<file path="src/rtl/sensor_sched_pkg.sv">
// rtl/sensor_sched_pkg.sv - shared types, defaults and helpers for the sensor measurement scheduler
package sensor_sched_pkg;

  typedef enum logic [2:0] {IDLE, ARB, START, WAIT, GUARD} sched_state_e;

  localparam int DEF_NUM_REQ       = 2;
  localparam int DEF_PERIOD_TICKS  = 10;
  localparam int DEF_TIMEOUT_TICKS = 3;
  localparam int DEF_GUARD_TICKS   = 6;

  // Width of a channel index; never narrower than one bit
  function automatic int idx_width(input int n);
    return (n > 1) ? $clog2(n) : 1;
  endfunction

endpackage

</file>
<file path="src/rtl/sensor_meas_sched_rr_arbiter.sv">
// rtl/sensor_meas_sched_rr_arbiter.sv - combinational round-robin pick over pending channels
module rr_arbiter
  import sensor_sched_pkg::*;
#(
  parameter int  NUM_REQ = DEF_NUM_REQ,
  localparam int IW      = idx_width(NUM_REQ)
) (
  input  logic [NUM_REQ-1:0] pend,
  input  logic [IW-1:0]      last_grant,
  output logic [IW-1:0]      grant,
  output logic               valid
);

  logic [IW-1:0] idx;

  // Scan from the farthest offset down so the nearest pending channel after last_grant wins
  always_comb begin
    grant = '0;
    valid = 1'b0;
    idx   = '0;
    for (int k = NUM_REQ; k >= 1; k--) begin
      idx = IW'((int'(last_grant) + k) % NUM_REQ);
      if (pend[idx]) begin
        grant = idx;
        valid = 1'b1;
      end
    end
  end

endmodule

</file>
<file path="src/rtl/sensor_meas_sched.sv">
// rtl/sensor_meas_sched.sv - shares one sensor measurement slot among NUM_REQ drivers
module sensor_meas_sched
  import sensor_sched_pkg::*;
#(
  parameter int  NUM_REQ       = DEF_NUM_REQ,
  parameter int  PERIOD_TICKS  = DEF_PERIOD_TICKS,
  parameter int  TIMEOUT_TICKS = DEF_TIMEOUT_TICKS,
  parameter int  GUARD_TICKS   = DEF_GUARD_TICKS,
  localparam int IW            = idx_width(NUM_REQ)
) (
  input  logic                       clk,
  input  logic                       rst,
  input  logic                       tick_in,
  input  logic                       auto_en,
  input  logic [NUM_REQ-1:0]         req,
  input  logic [NUM_REQ-1:0]         done,
  output logic [NUM_REQ-1:0]         start,
  output logic                       active,
  output logic [$clog2(NUM_REQ)-1:0] grant_id,
  output logic                       timeout_err,
  output logic [$clog2(NUM_REQ)-1:0] timeout_id
);

  localparam int PW = $clog2(PERIOD_TICKS) + 1;
  localparam int TW = $clog2(TIMEOUT_TICKS) + 1;
  localparam int GW = $clog2(GUARD_TICKS) + 1;
  localparam logic [PW-1:0] PERIOD_LAST  = PW'(PERIOD_TICKS - 1);
  localparam logic [TW-1:0] TIMEOUT_LAST = TW'(TIMEOUT_TICKS - 1);
  localparam logic [GW-1:0] GUARD_LAST   = GW'((GUARD_TICKS > 0) ? GUARD_TICKS - 1 : 0);

  sched_state_e        state, state_n;
  logic                tick_d, tick_rise;
  logic [PW-1:0]       period_cnt;
  logic                period_wrap;
  logic [NUM_REQ-1:0]  pend, pend_set, pend_clr, grant_onehot;
  logic [IW-1:0]       last_grant, arb_grant;
  logic                arb_valid;
  logic [TW-1:0]       wait_cnt;
  logic [GW-1:0]       guard_cnt;
  logic                timeout_hit;

  rr_arbiter #(.NUM_REQ(NUM_REQ)) u_arb (
    .pend       (pend),
    .last_grant (last_grant),
    .grant      (arb_grant),
    .valid      (arb_valid)
  );

  assign tick_rise   = tick_in & ~tick_d;
  assign period_wrap = auto_en & tick_rise & (period_cnt == PERIOD_LAST);

  // Tick edge detect and auto-mode period counter, held at zero while auto mode is off
  always_ff @(posedge clk or posedge rst) begin
    if (rst) begin
      tick_d     <= 1'b0;
      period_cnt <= '0;
    end else begin
      tick_d <= tick_in;
      if (!auto_en)
        period_cnt <= '0;
      else if (tick_rise)
        period_cnt <= period_wrap ? '0 : period_cnt + 1'b1;
    end
  end

  // Pending-bit set/clear sources; a set on the same bit as the clear wins
  always_comb begin
    grant_onehot           = '0;
    grant_onehot[grant_id] = 1'b1;
    pend_set               = req | {NUM_REQ{period_wrap}};
    pend_clr               = (state == START) ? grant_onehot : '0;
  end

  // Pending bits merge repeated requests for a channel into one
  always_ff @(posedge clk or posedge rst) begin
    if (rst) pend <= '0;
    else     pend <= (pend & ~pend_clr) | pend_set;
  end

  // FSM state register
  always_ff @(posedge clk or posedge rst) begin
    if (rst) state <= IDLE;
    else     state <= state_n;
  end

  // FSM next state and Moore outputs; done from the granted channel beats a coincident final tick
  always_comb begin
    state_n     = state;
    start       = '0;
    active      = 1'b0;
    timeout_hit = 1'b0;
    case (state)
      IDLE:  if (|pend) state_n = ARB;
      ARB:   state_n = arb_valid ? START : IDLE;
      START: begin
        start   = grant_onehot;
        active  = 1'b1;
        state_n = WAIT;
      end
      WAIT: begin
        active = 1'b1;
        if (done[grant_id]) begin
          state_n = GUARD;
        end else if (tick_rise && wait_cnt == TIMEOUT_LAST) begin
          timeout_hit = 1'b1;
          state_n     = GUARD;
        end
      end
      GUARD: begin
        if (GUARD_TICKS == 0)
          state_n = IDLE;
        else if (tick_rise && guard_cnt == GUARD_LAST)
          state_n = IDLE;
      end
      default: state_n = IDLE;
    endcase
  end

  // Grant bookkeeping, WAIT/GUARD tick counters and the registered timeout report
  always_ff @(posedge clk or posedge rst) begin
    if (rst) begin
      grant_id    <= '0;
      last_grant  <= IW'(NUM_REQ - 1);
      wait_cnt    <= '0;
      guard_cnt   <= '0;
      timeout_err <= 1'b0;
      timeout_id  <= '0;
    end else begin
      timeout_err <= timeout_hit;
      if (timeout_hit) timeout_id <= grant_id;
      if (state == ARB && arb_valid) begin
        grant_id   <= arb_grant;
        last_grant <= arb_grant;
      end
      if (state == START)
        wait_cnt <= '0;
      else if (state == WAIT && tick_rise)
        wait_cnt <= wait_cnt + 1'b1;
      if (state != GUARD)
        guard_cnt <= '0;
      else if (tick_rise)
        guard_cnt <= guard_cnt + 1'b1;
    end
  end

endmodule

</file>
<file path="config.mk">
export PLATFORM = sky130hd
export DESIGN_NAME = sensor_meas_sched
export DESIGN_NICKNAME = d
export VERILOG_FILES = /design/src/rtl/sensor_sched_pkg.sv /design/src/rtl/sensor_meas_sched_rr_arbiter.sv /design/src/rtl/sensor_meas_sched.sv
export SDC_FILE = /design/constraint.sdc
export NUM_CORES = 1
export LEC_CHECK = 0
export CAP_MARGIN = 20
export CORE_MARGIN = 2
export CORE_UTILIZATION = 25
export CTS_CLUSTER_SIZE = 30
export DETAILED_ROUTE_END_ITERATION = 8
export PLACE_DENSITY_LB_ADDON = 0.2
export SKIP_LAST_GASP = 1
export SLEW_MARGIN = 10
export SYNTH_ARGS = -nofsm -noshare
export SYNTH_HDL_FRONTEND = slang
export SYNTH_SLANG_ARGS = --single-unit
</file>
<file path="constraint.sdc">
create_clock -name clk -period 2.13 [get_ports clk]
set_input_delay 0.3195 -clock clk [delete_from_list [all_inputs] [get_ports clk]]
set_output_delay 0.3195 -clock clk [all_outputs]
set_load 0.01 [all_outputs]
</file>
==> impl_metrics.tcl, run 1 <==
set metrics [dict create \
    floorplan.die.width_um 72.3 \
    holdCritPathClass "in2async" \
    critical_path_arrival_ns 1.68 \
    cp_slowest_cell "sky130_fd_sc_hd__clkdlybuf4s50_1" \
    worst_setup_path_end_kind "output pin" \
    first_global_vias 915 \
    ys_ff_latch 22 \
    critical_path.top_delay_family "buffers and inverters" \
    first_pass_iters 4 \
    synth_async_sr_flop_share_pct 100 \
    fin_crit_sh_pct 93.8 \
    initial_core_util_pct 26.4 \
    synth_flop_cell "sky130_fd_sc_hd__dfrtp_1" \
    place.gp.congestion 0.787 \
    final_area_um2 1410 \
    worst_path_largest_cell_delay_ns 0.56 \
    clock_latency_ns 0.26 \
    fin_nets 146 \
    timing.critical_path.fanout_max 8 \
    detailroute.via_count 872 \
    clk_transition_reported_paths_ns 0.08 \
    synth_seq_area_share_pct 47.4 \
    final_max_slew_viol_count 0 \
    worst_ep_required_time_ns 1.81 \
    global_route_wire_length_before_repair_um 4280 \
    timing.fmax_ghz 0.500 \
    yosysUniqueCellTypes 38 \
    yosysWarnings 0 \
    ir_drop_uv 466 \
    clock_sinks 22 \
    timing.critical_path.buf_inv 1 \
    post_cts_hold_buffer_count 0 \
    wl_per_cell_um 13.5 \
    run_status "completed" \
    setup_total_negative_slack_ns 0 \
    final_number_of_hold_violating_endpoints 0 \
    synth_most_common_cell "sky130_fd_sc_hd__dfrtp_1" \
    syn2layout_area_growth_pct 21.2 \
    path_cells "nand2b_2 > nor3_2 > clkdlybuf4s50_1" \
    coreArea_um2 4410 \
    worstMarginPinSlew_ns 0.524 \
    dr.first_iter.drc_count 36 \
    design.die.area_um2 5220 \
    synthesis.area_um2 1160 \
    leakage_nw 0.606 \
    utilization_pct 32.0 \
    layout_min_cycle_time_ns 2.00 \
    cellPowerDensity_nw_per_um2 977 \
    clock_buffer_count_from_cts 3 \
    antenna_violating_nets_post_route 0 \
    drc 0 \
    synth_top_area_share_pct 45.1 \
    grt_setup_unrepaired "false" \
    synth_top_cells_by_area "sky130_fd_sc_hd__dfrtp_1 (45%), sky130_fd_sc_hd__ha_1 (6.4%), sky130_fd_sc_hd__inv_1 (3.5%), sky130_fd_sc_hd__nand2_1 (3.2%), sky130_fd_sc_hd__a21oi_1 (3.0%)" \
    detailed_place.area_um2 1350 \
    timing_worst_setup_path_type "reg2out" \
    dp.final_hpwl_um 1840 \
    synth_largest_area_cell "sky130_fd_sc_hd__dfrtp_1" \
    worst_slew_margin_rel_pct 65.0 \
    buffer_ports.inserted 13 \
    synth_commonest_cells "sky130_fd_sc_hd__dfrtp_1 (21), sky130_fd_sc_hd__inv_1 (11), sky130_fd_sc_hd__nand2_1 (10), sky130_fd_sc_hd__a21oi_1 (7), sky130_fd_sc_hd__ha_1 (6)" \
    groute.usage.overall_pct 10.7 \
    mean_cell_area_of_the_mapped_netlist_um2 10.0 \
    clk_path_buf_depth 2 \
    finClkSkew_ns 0.00176 \
    number_of_antenna_cells_inserted 0 \
    antenna_found_initial 0 \
    cts.htree.levels 1 \
    timing.max_cap.violations 0 \
    die_height_um 72.3 \
    cell_chosen_for_the_clock_root "sky130_fd_sc_hd__clkbuf_8" \
    design.portCount 14 \
    synth_nets 130 \
    startpoint_type "register" \
    synth-edff-count 0 \
    core.rowCount 24 \
    finalWirelength_um 2470 \
    setup_viol 0 \
    post_route_cells_drive_above_1_share_pct 11.5 \
    via_per_inst 4.77 \
    syn_inst 116 \
    tritoncts "done" \
    grt_overflow 0 \
    grt_max_degree 14 \
]
[stage by stage]
stage / worst slack (ns) / hold WS, ns / total power, mW / std cells
6_report: 0.132 / 0.390 / 1.38 / 183
5_1_grt: 0.0179 / 0.427 / 1.49 / 183
4_1_cts: 0.00982 / 0.414 / 1.40 / 183
3_5_place_dp: 0.222 / 0.500 / 1.08 / 179
3_3_place_gp: 0.240 / 0.495 / 1.08 / 179
2_1_floorplan: 0.634 / 0.308 / 0.908 / 116
[placed cells by master (no fill, tap or decap), types with 2 or more instances in the layout]
| cell | netlist | layout |
|---|---|---|
| sky130_fd_sc_hd__o31ai_1 | 2 | 2 |
| sky130_fd_sc_hd__a31oi_1 | 4 | 4 |
| sky130_fd_sc_hd__o21ai_0 | 5 | 5 |
| sky130_fd_sc_hd__clkdlybuf4s50_1 | 0 | 12 |
| sky130_fd_sc_hd__or3_1 | 4 | 4 |
| sky130_fd_sc_hd__mux2i_1 | 2 | 2 |
| sky130_fd_sc_hd__nand3_1 | 3 | 3 |
| sky130_fd_sc_hd__nor2_1 | 5 | 5 |
| sky130_fd_sc_hd__clkbuf_8 | 0 | 4 |
| sky130_fd_sc_hd__nor3b_1 | 3 | 3 |
| sky130_fd_sc_hd__a21oi_1 | 7 | 7 |
| sky130_fd_sc_hd__inv_1 | 11 | 11 |
| sky130_fd_sc_hd__buf_4 | 0 | 2 |
| sky130_fd_sc_hd__nand3b_1 | 4 | 4 |
| sky130_fd_sc_hd__dfrtp_1 | 21 | 20 |
| sky130_fd_sc_hd__a22o_1 | 2 | 2 |
| sky130_fd_sc_hd__nand2_1 | 10 | 10 |
| sky130_fd_sc_hd__ha_1 | 6 | 6 |
| sky130_fd_sc_hd__xnor2_1 | 2 | 2 |
[state kept, by name (all words and copies together) (netlist names)]
name,flops
period_cnt,5
guard_cnt,4
state,3
wait_cnt,3
pend,2
grant_id,1
last_grant,1
tick_d,1
timeout_err,1
timeout_id,1
[final timing paths]
| kind | endpoint | slack (ns) | depth (start not counted) | from |
|---|---|---|---|---|
| worst min-delay path | tick_d | 0.39 | 2 | rst |
| worst min register to register | last_grant | 0.51 | 2 | last_grant |
| worst max-delay path | start[0] | 0.13 | 3 | state[2] |
| worst max register to register | state[1] | 0.52 | 5 | wait_cnt[0] |
| min in group clk | last_grant | 0.51 | 2 | last_grant |
| max in group asynchronous | state[2] | 1.19 | 3 | rst |
[what timing repair did]
item                                    4_1_cts  5_1_grt
endpoints found under the setup margin        2        1
setup buffers                                 0        0
resized for setup                             2        2
[report_power, final]
part,internal [mW],total [mW],switching (mW)
clock,0.165,0.301,0.136
combinational,0.244,0.460,0.215
sequential,0.510,0.619,0.108
[cell type report]
| cell class | instances | area, µm² |
|---|---|---|
| Clock buffer | 4 | 55.1 |
| Fill cell | 458 | 3000 |
| Inverter | 11 | 41.3 |
| Multi-Input combinational cell | 79 | 553 |
| Sequential cell | 22 | 553 |
| Tap cell | 52 | 65.1 |
| Timing Repair Buffer | 15 | 144 |
[metal layers]
metal / routed length [µm] / track usage [%] / vias up
met3: 86 / 3.47 / 2
met2: 1180 / 17.4 / 10
met1: 1170 / 13.6 / 421
met5: 0 / 0 / -
met4: 27 / 3.14 / 0
li1: - / - / 439
[cells by family after synthesis]
family                   after synthesis  share of synthesized area [%]
AND/OR/NAND/NOR                       43                           22.3
AO/OA/AOI/OAI                         24                           12.9
flip-flops                            22                           47.4
buffers and inverters                 15                           5.80
adder cells (fa/ha/maj)                6                           6.44
multiplexers                           4                           3.65
XOR/XNOR                               2                           1.50
(Power assumes the default switching activity.)
==> inputs of run 2 (changes only) <==
CTS_CLUSTER_SIZE = not set   (was 30)
DONT_BUFFER_PORTS = 1   (was not set)
==> impl_metrics.tcl, run 2 (same netlist as run 1, synthesis figures left out) <==
set metrics [dict create \
    run_status "completed" \
    cell_chosen_for_the_clock_root "sky130_fd_sc_hd__clkbuf_8" \
    clk_transition_reported_paths_ns 0.08 \
    grt_util_met3_pct 4.03 \
    timing.critical_path.fanout_max 8 \
    gr-max-usage-layer "met2" \
    worstMarginPinSlew_ns 0.451 \
    grt_setup_unrepaired "false" \
    design.die.area_um2 5220 \
    dr.first_iter.drc_count 34 \
    number_of_antenna_cells_inserted 0 \
    worst_ep_required_time_ns 1.81 \
    startpoint_type "register" \
    rrSetupSlack_ns 0.55 \
    layout.cells.most_common "sky130_fd_sc_hd__dfrtp_1" \
    coreArea_um2 4410 \
    cts.htree.levels 1 \
    floorplan.die.width_um 72.3 \
    timing.fmax_ghz 0.563 \
    utilization_pct 28.9 \
    final_max_slew_viol_count 0 \
    fillers 465 \
    most-common-layout-cells "sky130_fd_sc_hd__dfrtp_1 (21), sky130_fd_sc_hd__inv_1 (11), sky130_fd_sc_hd__nand2_1 (10), sky130_fd_sc_hd__a21oi_1 (7), sky130_fd_sc_hd__ha_1 (6)" \
    finalWirelength_um 2250 \
    fin_crit_sh_pct 83.3 \
    final_number_of_hold_violating_endpoints 0 \
    detailroute.via_count 833 \
    ir_drop_uv 354 \
    dp.final_hpwl_um 1640 \
    wl_per_cell_um 13.2 \
    timing.max_cap.violations 0 \
    grt_util_met2_pct 14.8 \
    drc 0 \
    path_cells "nand2b_1 > nor3b_1" \
    worst_path_largest_cell_delay_ns 0.46 \
    clk_path_buf_depth 2 \
    clock_latency_ns 0.26 \
    use_met1_pct 12.2 \
    groute.usage.overall_pct 9.52 \
    worst_slew_margin_rel_pct 69.9 \
    leakage_nw 0.553 \
    setup_total_negative_slack_ns 0 \
    hold_path_depth 0 \
    antenna_violating_nets_post_route 0 \
    syn2layout_area_growth_pct 9.56 \
    worst_setup_path_end_kind "output pin" \
    finClkSkew_ns 0.00133 \
    top_register_by_number_of_flip_flops "period_cnt" \
    fin_nets 133 \
    r2r_cells 5 \
    post_route_cells_drive_above_1_share_pct 9.32 \
    antenna_found_initial 0 \
    place.gp.congestion 0.833 \
    first_global_vias 778 \
    design.portCount 14 \
    core.rowCount 24 \
    initial_core_util_pct 26.4 \
    cellPowerDensity_nw_per_um2 998 \
    holdCritPathClass "in2reg" \
    grt_overflow 0 \
    cp_slowest_cell "sky130_fd_sc_hd__dfrtp_1" \
    timing_worst_setup_path_type "reg2out" \
    setup_viol 0 \
    largest_reg_flops 5 \
    global_route_wire_length_before_repair_um 3790 \
    post_cts_resize_count 0 \
    first_pass_iters 4 \
    clock_sinks 22 \
    die_height_um 72.3 \
    grt_max_degree 23 \
    critical_path_arrival_ns 1.46 \
    layout_min_cycle_time_ns 1.78 \
    reg_top3 "period_cnt x5, guard_cnt x4" \
    via_per_inst 4.90 \
    tritoncts "done" \
    clock_buffer_count_from_cts 3 \
    buffer_ports.inserted 0 \
]
## run 2: path summary, 6_finish.rpt
kind,start,to
setup reg to reg,wait_cnt[0],state[1]
hold / removal,tick_in,tick_d
min in group asynchronous,rst,guard_cnt[2]
hold reg to reg,last_grant,last_grant
setup / recovery,state[2],start[1]
max in group asynchronous,rst,last_grant
## run 2: critical path, delay by kind of cell, from the launching register on
family,cells,cell delay (ns)
flip-flops,1,0.46
AND/OR/NAND/NOR,2,0.73
## run 2: routing by layer
metal / vias up / share of wire (%)
met4: 0 / 0.76
li1: 415 / -
met3: 2 / 5.4
met5: - / 0
met2: 15 / 48
met1: 401 / 46
## run 2: final cells by class
class | count | area [µm²] | area share, %
Timing Repair Buffer | 2 | 17.5 | 1.37
Inverter | 11 | 41.3 | 3.24
Clock buffer | 4 | 55.1 | 4.31
Multi-Input combinational cell | 79 | 546 | 42.7
Tap cell | 52 | 65.1 | 5.10
Sequential cell | 22 | 552 | 43.2
## run 2: report_power, final
part           switching [mW]  total (mW)  internal, mW
Sequential              0.131       0.640         0.509
Combinational           0.170       0.332         0.162
Clock                   0.137       0.302         0.165
Total                   0.438        1.27         0.836
## run 2: repair_timing
item	in CTS	in global routing
setup buffers	0	0
hold buffers	1	0
setup endpoints to repair	0	0
hold endpoints to repair	21	0
## run 2: stage by stage
| stage | total power, mW | area [µm²] | setup slack (ns) | hold WS (ns) | cells |
|---|---|---|---|---|---|
| after floorplan | 0.908 | 1160 | 0.634 | 0.308 | 116 |
| after global placement | 0.978 | 1210 | 0.596 | 0.278 | 165 |
| after detailed placement | 0.984 | 1210 | 0.549 | 0.274 | 165 |
| after CTS | 1.29 | 1280 | 0.326 | 0.0716 | 170 |
| after global routing | 1.38 | 1280 | 0.264 | 0.0617 | 170 |
| final | 1.27 | 1280 | 0.355 | 0.0792 | 170 |
